**config.mk**
```make
export PLATFORM = sky130hd
export DESIGN_NAME = zion_skid_reg_slice
export DESIGN_NICKNAME = d
export VERILOG_FILES = /design/src/rtl/zion_skid_reg_slice.sv
export SDC_FILE = /design/constraint.sdc
export NUM_CORES = 1
export LEC_CHECK = 0
export ABC_AREA = 1
export BUFFER_PORTS_ARGS = -buffer_cell sky130_fd_sc_hd__buf_2
export CAP_MARGIN = 40
export CORE_UTILIZATION = 44
export DETAILED_ROUTE_END_ITERATION = 8
export MAX_ROUTING_LAYER = met4
export PLACE_DENSITY_LB_ADDON = 0.05
export SETUP_SLACK_MARGIN = 0.02
export SYNTH_ARGS = -nofsm -noshare
export SYNTH_HDL_FRONTEND = slang
export SYNTH_SLANG_ARGS = --single-unit
export TNS_END_PERCENT = 5
```
**constraint.sdc**
```tcl
create_clock -name clk -period 1.84 [get_ports clk]
set_input_delay 0.184 -clock clk [delete_from_list [all_inputs] [get_ports clk]]
set_output_delay 0.184 -clock clk [all_outputs]
set_load 0.05 [all_outputs]
```
**src/rtl/zion_skid_reg_slice.sv**
```systemverilog
// ---------------------------------------------------------------------------
// zion_skid_reg_slice
//
// Two-entry valid/ready register slice (skid buffer). It cuts timing paths in
// both directions of a streaming interface and sustains one beat per cycle.
// All outputs come straight from flops. No input reaches an output through
// combinational logic.
//
// Handshake rule: a beat moves across an interface on a rising clock edge
// when valid and ready are both high. Once the producer raises valid, it
// must hold valid and data stable until that happens.
//
// Parameters:
//   WIDTH    - data width in bits (>= 1)
//   INI_DATA - value loaded into both data registers on reset and on clear
//
// Ports:
//   clk  - clock, rising edge
//   rst  - asynchronous active-high reset
//   iClr - synchronous clear, flushes the slice (overrides any handshake)
//   iVld - upstream valid          oRdy - upstream ready
//   iDat - upstream data
//   oVld - downstream valid        iRdy - downstream ready
//   oDat - downstream data
//   oCnt - occupancy 0..2; this is also the FSM state
// ---------------------------------------------------------------------------
module zion_skid_reg_slice #(
    parameter int unsigned           WIDTH    = 8,
    parameter logic [WIDTH-1:0]      INI_DATA = '0
) (
    input  logic             clk,
    input  logic             rst,
    input  logic             iClr,
    input  logic             iVld,
    output logic             oRdy,
    input  logic [WIDTH-1:0] iDat,
    output logic             oVld,
    input  logic             iRdy,
    output logic [WIDTH-1:0] oDat,
    output logic [1:0]       oCnt
);

    if (WIDTH < 1) begin : g_bad_width
        $error("zion_skid_reg_slice: WIDTH must be >= 1");
    end

    // The state value is the occupancy, so oCnt exposes the FSM state directly.
    typedef enum logic [1:0] {
        EMPTY = 2'd0,
        ONE   = 2'd1,
        FULL  = 2'd2
    } state_t;

    state_t           state;
    logic [WIDTH-1:0] mainDat;
    logic [WIDTH-1:0] skidDat;
    logic             mainVld;
    logic             skidVld;
    logic             inAcc;
    logic             outAcc;

    // mainVld/skidVld are views of the state. skidVld can only be set when
    // mainVld is also set.
    assign mainVld = (state != EMPTY);
    assign skidVld = (state == FULL);

    assign oVld = mainVld;
    assign oDat = mainDat;
    assign oRdy = !skidVld;
    assign oCnt = state;

    assign inAcc  = iVld & oRdy;
    assign outAcc = oVld & iRdy;

    always_ff @(posedge clk or posedge rst) begin
        if (rst) begin
            state   <= EMPTY;
            mainDat <= INI_DATA;
            skidDat <= INI_DATA;
        end else if (iClr) begin
            // A clear drops both handshakes in this cycle, including an
            // outgoing beat that iRdy would otherwise have taken.
            state   <= EMPTY;
            mainDat <= INI_DATA;
            skidDat <= INI_DATA;
        end else begin
            case (state)
                EMPTY: begin
                    if (inAcc) begin
                        state   <= ONE;
                        mainDat <= iDat;
                    end
                end
                ONE: begin
                    if (inAcc && outAcc) begin
                        mainDat <= iDat;
                    end else if (inAcc) begin
                        // The downstream stalled while a beat was arriving.
                        // Park the new beat in skid. oRdy drops next cycle.
                        state   <= FULL;
                        skidDat <= iDat;
                    end else if (outAcc) begin
                        state   <= EMPTY;
                    end
                end
                FULL: begin
                    // oRdy is low in this state, so no input is accepted.
                    if (outAcc) begin
                        state   <= ONE;
                        mainDat <= skidDat;
                    end
                end
                default: begin
                    state <= EMPTY;
                end
            endcase
        end
    end

endmodule

```
==> results of run 1 <==
-- cell families after synthesis --
kind of cell	count (synthesis)
buf+inv	25
compound gates	10
simple gates	88
flops	18
-- path summary, 6_finish.rpt --
check                      slack (ps)  cells after the start    endpoint    start
min                                90                      3  skidDat[4]  iDat[4]
max in group asynchronous         890                      3     oDat[1]      rst
max                               330                      3        oVld  oCnt[0]
min reg2reg                       490                      2     oDat[7]  oDat[7]
max reg2reg                       460                      7     oDat[6]  oCnt[0]
min in group asynchronous         520                      3  skidDat[3]      rst
-- synth_stat cells (all sizes together) --
cell type  instances
o21ai             10
nor2              20
nand2             42
inv               21
buf                4
nand4              2
nand3             24
dfrtp             18
-- layer usage --
metal / part of all wire / vias up / global-route usage
met5: 0 / - / -
met4: 0.021 / 0 / 0.114
met3: 0.054 / 6 / 0.0364
met2: 0.46 / 35 / 0.311
met1: 0.46 / 429 / 0.260
li1: - / 490 / -
-- per-stage QoR --
stage | util | instance area [um^2] | hold slack [ps]
floorplan | - | 1020 | 123
global placement | 0.524 | 1150 | 314
detailed placement | 0.524 | 1150 | 330
CTS | 0.545 | 1190 | 86.6
global route | 0.545 | 1190 | 94.3
finish | 0.545 | 1190 | 94.7
-- cell type report --
type / count / area [um^2] / share of cell area
multi-input cells: 98 / 455 / 0.382
flip-flops and latches: 18 / 450 / 0.377
repair buffers: 26 / 138 / 0.115
inverters: 21 / 78.8 / 0.0660
clock buffers: 4 / 36.3 / 0.0304
well taps: 28 / 35.0 / 0.0294
-- state kept, by name, summed over array words and instances, names as in the netlist --
| register | flops |
|---|---|
| oDat | 8 |
| oCnt | 2 |
| skidDat | 8 |
-- placed cells by master (no fill, tap or decap), drive strengths merged --
cell,netlist,routed
nand2,42,42
buf,4,25
nand3,24,24
inv,21,21
nor2,20,20
dfrtp,18,18
o21ai,10,10
clkbuf,0,4
nand4,2,2
dlygate4sd3,0,1
-- worst reg2reg max path: stages (launching register included) --
cell and delay [ps]:
dfrtp_1 470, inv_2 230, nand2_1 110, nor2_2 170, inv_1 100, nand3_4 120, nand2_1 60, nand2_1 60
-- where the power goes --
| part | switching, mW | leakage (nW) | total [mW] | internal [mW] |
|---|---|---|---|---|
| clock | 0.128 | 0.0210 | 0.248 | 0.121 |
| combinational | 0.228 | 0.406 | 0.300 | 0.0724 |
| sequential | 0.0194 | 0.241 | 0.447 | 0.428 |
-- repair_timing --
item                       4_1_cts  5_1_grt
setup endpoints to repair        0        0
setup buffers                    0        0
hold endpoints to repair         8        0
hold buffers                     1        0
==> flow_summary.ini, run 1 <==
[yosys]
muxShareOfSynthArea = 0
ys.warnings.count = 0
synth_seq_area_share = 0.442
synth-compound-area-share = 0.0491
yosys.area.top_type = dfrtp_1
synth_nets = 154
synthCells = 141
synth_area_leaders = dfrtp_1, nand2_1, nand3_1, inv_1, nor2_1
netlist_area_mm2 = 0.00102
synth_top_family_by_area = simple AND/OR/NAND/NOR gates
syn-mean-instance-area_um2 = 7.23
synth_seq_cells = 18
ys_types = 17
synth_top_cell_area_share = 0.442
synthAdderAreaFrac = 0
synth-simple-area-share = 0.398
yosys.area_share.xor_xnor = 0

[sta]
worst_pin_slew_ps = 687
slew-limit-headroom = 0.542
period_needed_ps = 1510
grt_setup_unrepaired = no
fmax_mhz = 661
finalHoldViolCount = 0
tns_ps = 0
drv_slew = 0
fin_skew_ps = 5.47
setup_viol = 0
fin_crit_sh = 0.822
fin_ws_ps = 327

[floorplan]
die_h_um = 50.1
die_area_mm2 = 0.00251
initial_core_util = 0.465
die_w_um = 50.1
coreArea_mm2 = 0.00219
rows = 17
pin_count = 25

[power]
p_per_area_mw_per_mm2 = 835
totalPowerFinal_mw = 0.996
p_leak_nw = 0.668
vdd_drop_max_mv = 0.567

[critical_path]
arrival_ps = 1330
cp-start-kind = flop
critPathKind = flop to output port
slowest_stage = dfrtp_1
path_max_fanout = 13
worstPathRequired_ps = 1660
end_kind = output port
max_stage_delay_ps = 470
crit_chain = inv_2 -> nand2_1 -> buf_2
critPathBufInv = 2
cp_top_family = flip-flops

[run_status]
status = finished, final reports clean

[drt]
vias = 960
drt_pass1_iterations = 4
drt_iter0_markers = 17
finalWirelength_um = 2200
avgViaCountPerCell = 4.92
wire_per_inst_um = 11.3
drc = 0
ant_nets = 0

[run]
max_cap_violations = 0

[global_routing]
grt_pass1_wl_um = 3700
grt_usage = 0.206
grt_pass1_vias = 889
antenna_found_initial = 0
grt_max_degree = 19
gr-total-overflow = 0

[cells_and_area]
final_nets = 181
nFillCells = 216
stdcell_count = 195
area_growth_pct = 17.1
num_antenna_cells = 0
drive_gt1_frac = 0.228

[place]
port_buffers = 24
dp.cells = 190
gp_congestion = 0.825
detailed_place_hpwl_um = 1670
post-place-ws_ps = 479

[clocking]
cts_root_buf = clkbuf_4
cts_buffer_depth = 2
clk_pin_slew_ps = 110
cts_buffers = 3
ctsResizeCount = 0
htree_levels = 1
clock_latency_ps = 300
tritoncts = done
cts_sinks = 18

[hold_path]
min_path_type = input pin to flop
(Power assumes the default switching activity.)
==> run 2: changes to the inputs <==
- clock period: 1.84 -> 1.5 ns (I/O delays scaled with it)
==> flow_summary.ini, run 2 (synthesis results as in run 1) <==
[global_routing]
grtUsageMet2 = 0.311
grt_util_met3 = 0.0303
gr-max-usage-layer = met2
grt_usage = 0.215
grt_pass1_wl_um = 3920
grt_pass1_vias = 903
antenna_found_initial = 0
grt_max_degree = 14
gr-total-overflow = 0
gr-usage-met1 = 0.288

[cells_and_area]
drive_gt1_frac = 0.250
num_antenna_cells = 0
final_nets = 182
layout_commonest_cell = nand2_1
final_cell_mix = nand2_1, buf_2, nand3_1
area_growth_pct = 19.0
final_util = 0.554

[clocking]
cts_buffers = 3
htree_levels = 1
cts_setup_buffers = 0
clk_pin_slew_ps = 110
tritoncts = done
cts_buffer_depth = 2
cts_sinks = 18
clock_latency_ps = 290
cts_root_buf = clkbuf_4

[drt]
vias = 975
drt_pass1_iterations = 4
wire_per_inst_um = 11.7
drc = 0
finalWirelength_um = 2290
drt_iter0_markers = 25
ant_nets = 0
avgViaCountPerCell = 4.97

[hold_path]
min_path_type = input pin to flop
min-delay-start = iDat[7]

[run]
max_cap_violations = 0

[run_status]
status = finished, final reports clean

[sta]
tns_ps = 0
drv_slew = 0
worst_pin_slew_ps = 353
holdWs_ps = 80.1
setup_viol = 0
grt_setup_unrepaired = no
slew-limit-headroom = 0.764
fin_skew_ps = 3.36
period_needed_ps = 1410
fmax_mhz = 711
finalHoldViolCount = 0
fin_crit_sh = 0.938

[floorplan]
die_h_um = 50.1
coreArea_mm2 = 0.00219
die_w_um = 50.1
die_area_mm2 = 0.00251
rows = 17
pin_count = 25
initial_core_util = 0.465

[critical_path]
r2r-start = oCnt[1]
end_kind = output port
slowest_stage = dfrtp_2
arrival_ps = 1260
critPathBufInv = 2
cp_top_family = flip-flops
cp-start-kind = flop
cp-startpoint = oCnt[0]
crit_chain = inv_4 -> nand2_4 -> buf_2
worstPathRequired_ps = 1350
path_max_fanout = 13
max_stage_delay_ps = 480
critPathKind = flop to output port

[power]
p_leak_nw = 0.672
vdd_drop_max_mv = 0.558
p_per_area_mw_per_mm2 = 1010

[place]
gp_congestion = 0.924
detailed_place_hpwl_um = 1720
port_buffers = 24
==> run 2: cell types whose count changed in the layout (fill, tap and decap cells not counted) <==
| cell | change |
|---|---|
| buf_4 | +1 |
| inv_4 | +1 |
| inv_2 | -1 |
| dfrtp_2 | +2 |
| nand2_4 | +1 |
| nand2_1 | -1 |
| dfrtp_1 | -2 |
==> run 2: layer usage <==
metal / part of all wire / vias up
met3: 0.041 / 8
met2: 0.44 / 33
li1: - / 492
met1: 0.49 / 442
met5: 0 / -
met4: 0.032 / 0
==> run 2: worst reg2reg max path: stages (launching register included) <==
cell     delay (ps)
dfrtp_2         410
inv_1           170
nand4_1         190
nor2_1          300
nand2_1          90
o21ai_0          90
==> run 2: repair_timing <==
action                                  in CTS  in global routing
hold buffers                                 1                  0
endpoints found under the setup margin       1                  0
hold endpoints to repair                     7                  0
resized for setup                            1                  0
==> run 2: area by class of cell <==
class,instances,area (um^2)
fillers,223,977
multi-input cells,98,463
flip-flops and latches,18,453
clock buffers,4,36.3
repair buffers,27,145
inverters,21,81.3
well taps,28,35.0
==> run 2: power by group <==
part	total, mW	internal (mW)	leakage, nW	switching (mW)
registers	0.550	0.526	0.238	0.0238
clock network	0.302	0.148	0.0210	0.154
logic	0.380	0.0940	0.413	0.286
total	1.23	0.768	0.672	0.464
==> run 2: worst paths after layout <==
check / to / slack, ps / cells after the start
hold / removal: skidDat[7] / 80 / 3
setup reg to reg: skidDat[0] / 170 / 5
max in group asynchronous: skidDat[1] / 680 / 4
min in group asynchronous: oCnt[0] / 350 / 3
hold reg to reg: oDat[7] / 480 / 2
setup / recovery: oRdy / 90 / 3
==> run 2: through the flow <==
step / std cells / total power [mW] / area (um^2) / setup slack, ps
6_report: 196 / 1.23 / 1210 / 92.9
2_1_floorplan: 141 / 0.848 / 1030 / 67.3
5_1_grt: 196 / 1.31 / 1210 / 23.1
3_3_place_gp: 191 / 0.930 / 1160 / 161
4_1_cts: 196 / 1.25 / 1210 / 87.9
3_5_place_dp: 191 / 0.934 / 1160 / 135
